[src/rtl/fechadura_ctrl_param.sv]
// Electronic-lock operational controller with parametrised password slots,
// seconds prescaler, debounced buttons and escalating lockout.
module fechadura_ctrl_param #(
  parameter int unsigned N_USERS        = 4,
  parameter int unsigned MAX_DIGITS     = 20,
  parameter int unsigned TICKS_PER_SEC  = 1000,
  parameter int unsigned DB_CYCLES      = 100,
  parameter int unsigned HOLD_CYCLES    = 3000,
  parameter int unsigned MAX_TENT       = 5,
  parameter int unsigned LOCK_SEC       = 30,
  parameter int unsigned LOCK_MAX_SHIFT = 3,
  parameter int unsigned DEF_BIP_S      = 5,
  parameter int unsigned DEF_TRANCA_S   = 5,
  parameter logic [MAX_DIGITS*4-1:0] DEF_MASTER = {{(MAX_DIGITS-4){4'hF}}, 16'h4321}
) (
  input  logic                                 clk,
  input  logic                                 rst,
  input  logic                                 sensor_contato,
  input  logic                                 botao_interno,
  input  logic                                 botao_bloqueio,
  input  logic                                 botao_config,
  input  logic                                 cfg_bip_status,
  input  logic [5:0]                           cfg_bip_time,
  input  logic [5:0]                           cfg_tranca_time,
  input  logic [(N_USERS+1)*MAX_DIGITS*4-1:0]  cfg_senhas,
  input  logic                                 data_setup_ok,
  input  logic [MAX_DIGITS*4-1:0]              digitos_value,
  input  logic                                 digitos_valid,
  output logic                                 tranca,
  output logic                                 bip,
  output logic                                 teclado_en,
  output logic                                 display_en,
  output logic                                 setup_on,
  output logic                                 bloqueado,
  output logic [$clog2(MAX_TENT+1)-1:0]        tentativas
);

  localparam int unsigned CW = MAX_DIGITS * 4;
  localparam int unsigned NS = N_USERS + 1;
  localparam int unsigned TW = $clog2(MAX_TENT + 1);
  localparam logic [NS*CW-1:0] SENHAS_RST = {{N_USERS{{MAX_DIGITS{4'hF}}}}, DEF_MASTER};

  typedef enum logic [3:0] {
    INIT, TRANCADA, DB_BLQ, NAO_PERTURBE, DB_INT, VALIDAR,
    BLOQUEADO, DESTRAVADA, ABERTA, BIP, DB_CFG, SETUP
  } state_t;

  state_t            state, next_state, orig;
  logic [31:0]       pre_cnt, sec_cnt, db_cnt, sec_nxt, lock_target;
  logic              tick, btn_sel, entry_ok, any_match;
  logic              exp_lock, exp_tranca, exp_bip;
  logic [CW-1:0]     code_reg, slot;
  logic [TW-1:0]     tent_r, tent_inc;
  logic [7:0]        lock_shift;
  logic              bip_status_r;
  logic [5:0]        bip_time_r, tranca_time_r;
  logic [NS*CW-1:0]  senhas_r;

  assign tick        = (pre_cnt == TICKS_PER_SEC - 1);
  assign sec_nxt     = sec_cnt + 32'd1;
  assign lock_target = 32'(LOCK_SEC) << lock_shift;
  assign tent_inc    = tent_r + TW'(1);
  assign entry_ok    = digitos_valid && !(digitos_value[3:0] inside {4'hE, 4'hB, 4'hF});

  // Expiry fires on the tick that completes the target second, so a target
  // of N seconds lasts exactly N*TICKS_PER_SEC cycles and 0 expires at once.
  assign exp_lock   = (sec_cnt == lock_target) || (tick && sec_nxt == lock_target);
  assign exp_tranca = (sec_cnt == 32'(tranca_time_r)) || (tick && sec_nxt == 32'(tranca_time_r));
  assign exp_bip    = (sec_cnt == 32'(bip_time_r)) || (tick && sec_nxt == 32'(bip_time_r));

  // State register; remember where a debounce/validation detour came from
  always_ff @(posedge clk or posedge rst) begin
    if (rst) begin
      state <= INIT;
      orig  <= INIT;
    end else begin
      state <= next_state;
      if (next_state != state && next_state inside {DB_INT, VALIDAR, DB_CFG})
        orig <= state;
    end
  end

  // Button watched by the hold counter in the current state
  always_comb begin
    btn_sel = 1'b0;
    case (state)
      DB_BLQ:             btn_sel = botao_bloqueio;
      DB_INT, DESTRAVADA: btn_sel = botao_interno;
      DB_CFG:             btn_sel = botao_config;
      default:            btn_sel = 1'b0;
    endcase
  end

  // Prescaler, seconds and hold counters, all restarted on state change
  always_ff @(posedge clk or posedge rst) begin
    if (rst) begin
      pre_cnt <= '0;
      sec_cnt <= '0;
      db_cnt  <= '0;
    end else if (next_state != state) begin
      pre_cnt <= '0;
      sec_cnt <= '0;
      db_cnt  <= '0;
    end else begin
      pre_cnt <= tick ? '0 : pre_cnt + 32'd1;
      if (tick) sec_cnt <= sec_nxt;
      db_cnt  <= btn_sel ? db_cnt + 32'd1 : '0;
    end
  end

  // Entered code capture, attempt counter and lockout escalation
  always_ff @(posedge clk or posedge rst) begin
    if (rst) begin
      code_reg   <= '0;
      tent_r     <= '0;
      lock_shift <= '0;
    end else begin
      if (state != VALIDAR && next_state == VALIDAR)
        code_reg <= digitos_value;
      if (state == VALIDAR)
        tent_r <= (any_match || tent_inc == TW'(MAX_TENT)) ? '0 : tent_inc;
      if (state == BLOQUEADO && next_state == TRANCADA && lock_shift != 8'(LOCK_MAX_SHIFT))
        lock_shift <= lock_shift + 8'd1;
      else if (state != DESTRAVADA && next_state == DESTRAVADA)
        lock_shift <= '0;
    end
  end

  // Active configuration, replaced only by a commit while in setup
  always_ff @(posedge clk or posedge rst) begin
    if (rst) begin
      bip_status_r  <= 1'b1;
      bip_time_r    <= 6'(DEF_BIP_S);
      tranca_time_r <= 6'(DEF_TRANCA_S);
      senhas_r      <= SENHAS_RST;
    end else if (state == SETUP && data_setup_ok) begin
      bip_status_r  <= cfg_bip_status;
      bip_time_r    <= cfg_bip_time;
      tranca_time_r <= cfg_tranca_time;
      senhas_r      <= cfg_senhas;
    end
  end

  // Compare captured code against enabled slots; do-not-disturb allows master only
  always_comb begin
    any_match = 1'b0;
    slot      = '0;
    for (int unsigned s = 0; s < NS; s++) begin
      slot = senhas_r[s*CW +: CW];
      if (slot[3:0] != 4'hF && slot == code_reg && (s == 0 || orig != NAO_PERTURBE))
        any_match = 1'b1;
    end
  end

  // Next-state logic and Moore output decode
  always_comb begin
    next_state = state;
    case (state)
      INIT:         if (!sensor_contato) next_state = TRANCADA;
      TRANCADA: begin
        if (botao_bloqueio)     next_state = DB_BLQ;
        else if (botao_interno) next_state = DB_INT;
        else if (entry_ok)      next_state = VALIDAR;
      end
      DB_BLQ: begin
        if (!botao_bloqueio)                next_state = TRANCADA;
        else if (db_cnt == HOLD_CYCLES - 1) next_state = NAO_PERTURBE;
      end
      NAO_PERTURBE: begin
        if (botao_interno)  next_state = DB_INT;
        else if (entry_ok)  next_state = VALIDAR;
      end
      DB_INT: begin
        if (!botao_interno)               next_state = orig;
        else if (db_cnt == DB_CYCLES - 1) next_state = DESTRAVADA;
      end
      VALIDAR: begin
        if (any_match)                         next_state = DESTRAVADA;
        else if (tent_inc == TW'(MAX_TENT))    next_state = BLOQUEADO;
        else                                   next_state = orig;
      end
      BLOQUEADO:    if (exp_lock) next_state = TRANCADA;
      DESTRAVADA: begin
        if (sensor_contato)                                 next_state = ABERTA;
        else if (exp_tranca)                                next_state = TRANCADA;
        else if (botao_interno && db_cnt == DB_CYCLES - 1)  next_state = TRANCADA;
      end
      ABERTA: begin
        if (botao_config)         next_state = DB_CFG;
        else if (!sensor_contato) next_state = DESTRAVADA;
        else if (exp_bip)         next_state = BIP;
      end
      BIP: begin
        if (botao_config)         next_state = DB_CFG;
        else if (!sensor_contato) next_state = DESTRAVADA;
      end
      DB_CFG: begin
        if (!botao_config)                next_state = orig;
        else if (db_cnt == DB_CYCLES - 1) next_state = SETUP;
      end
      SETUP:        if (data_setup_ok) next_state = ABERTA;
      default:      next_state = INIT;
    endcase

    tranca     = !(state inside {DESTRAVADA, ABERTA, BIP, DB_CFG, SETUP});
    teclado_en = (state == TRANCADA) || (state == NAO_PERTURBE);
    bloqueado  = (state == BLOQUEADO);
    setup_on   = (state == SETUP);
    display_en = teclado_en || bloqueado || setup_on;
    bip        = (state == BIP) && bip_status_r;
    tentativas = tent_r;
  end

endmodule
[config.mk]
export PLATFORM = sky130hd
export DESIGN_NAME = fechadura_ctrl_param
export DESIGN_NICKNAME = d
export VERILOG_FILES = /design/src/rtl/fechadura_ctrl_param.sv
export SDC_FILE = /design/constraint.sdc
export NUM_CORES = 2
export LEC_CHECK = 0
export ABC_AREA = 1
export CORE_ASPECT_RATIO = 2
export CORE_MARGIN = 3
export CORE_UTILIZATION = 50
export CTS_BUF_LIST = sky130_fd_sc_hd__clkbuf_16
export DETAILED_ROUTE_END_ITERATION = 7
export PLACE_DENSITY = 0.76
export SLEW_MARGIN = 20
export SYNTH_ARGS = -nofsm -noshare
export SYNTH_HDL_FRONTEND = slang
export SYNTH_SLANG_ARGS = --single-unit
export TNS_END_PERCENT = 50
[constraint.sdc]
create_clock -name clk -period 18.45 [get_ports clk]
set_input_delay 3.69 -clock clk [delete_from_list [all_inputs] [get_ports clk]]
set_output_delay 3.69 -clock clk [all_outputs]
set_load 0.005 [all_outputs]
==> run summary <==
Reg2Reg Launch Point = sec_cnt[1]$_DFFE_PP0P_
combinational power share = 35.6%
postcts setup bufs = 0
TritonCTS clock tree = yes
GRT met2 Usage = 59.2%
nature of the critical path startpoint = input port
Clock Sinks = 608
Worst-Skew Late Latency = 0.62 ns
Synth area leader = dfstp_2
Top FF cell, synth = dfstp_2
I/O Pins = 510
DR vias = 30000
Initial Util = 50.8%
crit end category = flop
fin crit share = 38.4%
GR Layer Usage met3 = 6.09%
Num CTS Buffers = 55
DRC = 0
commonest cells after routing, fill and taps aside = 1052 x nand2_1, 609 x nor2_1, 509 x clkdlybuf4s50_1, 497 x inv_1, 394 x dfstp_2
top cells by area, synth = dfstp_2 30%, dfrtp_1 15%, nand2_1 11%
Reg power frac = 41.8%
Seq/Total Area, Yosys = 45.4%
H-tree Lvls = 2
ratio of cells with drive above 1 in the final layout = 18.5%
drt first pass iters = 6
Lkg Pwr = 0.0203 µW
Synth Register Bits = 608
most common cell after layout, fill and taps aside = nand2_1
syn nets = 4753
Row Count = 135
status = completed
post-detailed-routing wire length = 123000 µm
Routed Antenna Nets = 0
max reg flops = 400
Slew HR = 27.2%
Max-Cap Viols = 0
Core Region = 0.0681 mm²
fin cells = 5591
final hold vios = 0
crit path from = digitos_value[2]
Cell Area, Placed = 0.0401 mm²
Fmax = 141 MHz
asr flop ratio synth = 100%
Synth Warn # = 0
Die Y-Extent = 378 µm
GR peak layer = met2
setup TNS = 0 ns
VDD IR max = 0.0000932 V
number of global-route vias before repair = 30400
# port buffers = 509
sw power = 2130 µW
Worst-Margin Slew = 1.09 ns
met1 usage = 34.9%
Clock Tree Buf Depth = 3
CTS Root Buffer Type = clkbuf_16
Post-CTS Hold Fix Bufs = 0
first-pass GRT wire length = 181000 µm
Sw Share = 40.4%
mapped cell area = 0.0346 mm²
DIE AREA = 0.0725 mm²
critical path type = in -> reg
initial antenna violation count = 24
clk_skew = 0.0183 ns
dpl cells = 5467
PostCTS Resize Cnt = 0
Yosys cell types = 46
fin crit period = 7.09 ns
PD cells = 126 mW/mm²
Final Setup Violations = 0
Mapped Cells = 4246
Slew Limit Fails = 0
Place WS = 10.82 ns
Area Overhead vs Synth = 21.4%
syn avg cell area = 8.14 µm²
Post-layout nets = 5141
Int Pwr = 3140 µW
area share of the largest cell type after synthesis = 29.9%
final core occ = 61.7%
hold wc startpoint = senhas_r[206]$_DFFE_PP1P_
grt ovf = 0
required time worst endpoint = 18.98 ns
WL/cell = 22.1 µm
critical path arrival = 7.62 ns
RSZ-0062 raised after global routing = no
clk slew on worst S/H paths = 0.06 ns
die width = 192 µm
Final Instance Area = 0.0420 mm²
Detailed Route Iter0 Violations = 2212
GRT Overall Usage = 33.9%
number of synthesized flops with an enable pin = 0
final worst slack = 11.36 ns
vias per inst = 5.37
Post-DP HPWL = 97600 µm
pin count of the biggest net entering global routing = 222
Clk pwr share = 22.6%
gpl congestion = 1.08
critical path peak fanout = 87
HP Class = reg -> reg
## layout make-up
class	count	area, µm²
flip-flops and latches	608	15700
diodes	21	52.6
inverters	483	1820
fillers	5946	26100
repair buffers	526	5260
clock buffers	55	1380
well taps	890	1110
clock inverters	48	443
multi-input cells	2960	16200
## kinds of logic (layout without fill, tap and decap cells)
group                    after synthesis  count (layout)  synth area share (%)
AO/OA/AOI/OAI                        338             338                  5.25
AND/OR/NAND/NOR                     2030            2030                  24.6
other                                  0              21                     0
adder cells (fa/ha/maj)                6               6                 0.217
multiplexers                         259             259                  8.44
flip-flops                           608             608                  45.4
buffers and inverters                678            1112                  7.78
XOR/XNOR                             327             327                  8.28
## synth_stat cells, types with 2 or more instances
library cell	n
nand2_1	1053
nor2_1	610
inv_1	479
dfstp_2	394
mux2_2	259
dfrtp_1	214
xor2_1	214
a21oi_1	169
clkbuf_1	159
nand3_1	152
xnor2_1	113
o21ai_0	67
o21ai_1	63
nand4_1	53
nor3_1	46
nor3_2	33
o21ai_2	21
nor4_1	20
nand2_2	18
buf_2	16
buf_6	15
nor2_2	11
or2_2	10
nand3b_1	7
nor2_4	7
ha_1	6
o22ai_1	6
o211ai_1	5
inv_2	4
buf_4	3
nand3_2	3
clkbuf_2	2
## power groups by stage
| stage | registers [µW] | clock network, µW | logic, µW |
|---|---|---|---|
| floorplan | 1900 | 0 | 1480 |
| global placement | 2210 | 0 | 1810 |
| detailed placement | 2220 | 0 | 1850 |
| CTS | 2200 | 1210 | 1860 |
| global route | 2240 | 1260 | 2070 |
| finish | 2210 | 1190 | 1880 |
## worst max-delay path, cell delays in order
cell             delay [ns]
clkdlybuf4s50_1        0.50
o211ai_1               0.23
a21o_1                 0.25
o21ai_0                0.16
o2111a_1               0.20
nand2_1                0.06
nor2_2                 0.14
nand3_2                0.13
and2_2                 0.24
nand4_4                0.06
buf_4                  0.72
buf_4                  0.81
nand2_1                0.14
o21ai_1                0.13
## path summary, 6_finish.rpt
| path | cells after the start | end | slack [ns] |
|---|---|---|---|
| worst min register to register | 2 | senhas_r[206]$_DFFE_PP1P_ | 0.48 |
| worst max register to register | 24 | code_reg[43]$_DFFE_PP0P_ | 12.71 |
| worst max-delay path | 14 | code_reg[43]$_DFFE_PP0P_ | 11.36 |
| worst min-delay path | 2 | senhas_r[206]$_DFFE_PP1P_ | 0.48 |
| max in group asynchronous | 4 | code_reg[55]$_DFFE_PP0P_ | 12.50 |
| min in group asynchronous | 2 | code_reg[19]$_DFFE_PP0P_ | 3.62 |
## routing by layer
metal | vias to the layer above | part of all wire (%)
met5 | - | 0.072
met4 | 12 | 10
met3 | 429 | 6.5
met2 | 1272 | 50
met1 | 14300 | 33
li1 | 14100 | -
## through the flow
stage / total power [µW] / hold WS [ns]
CTS: 5270 / 0.480
detailed placement: 4070 / 0.470
floorplan: 3380 / 0.444
global route: 5570 / 0.497
global placement: 4020 / 0.456
finish: 5270 / 0.479
Note: power is estimated with default switching activity, not from simulation.
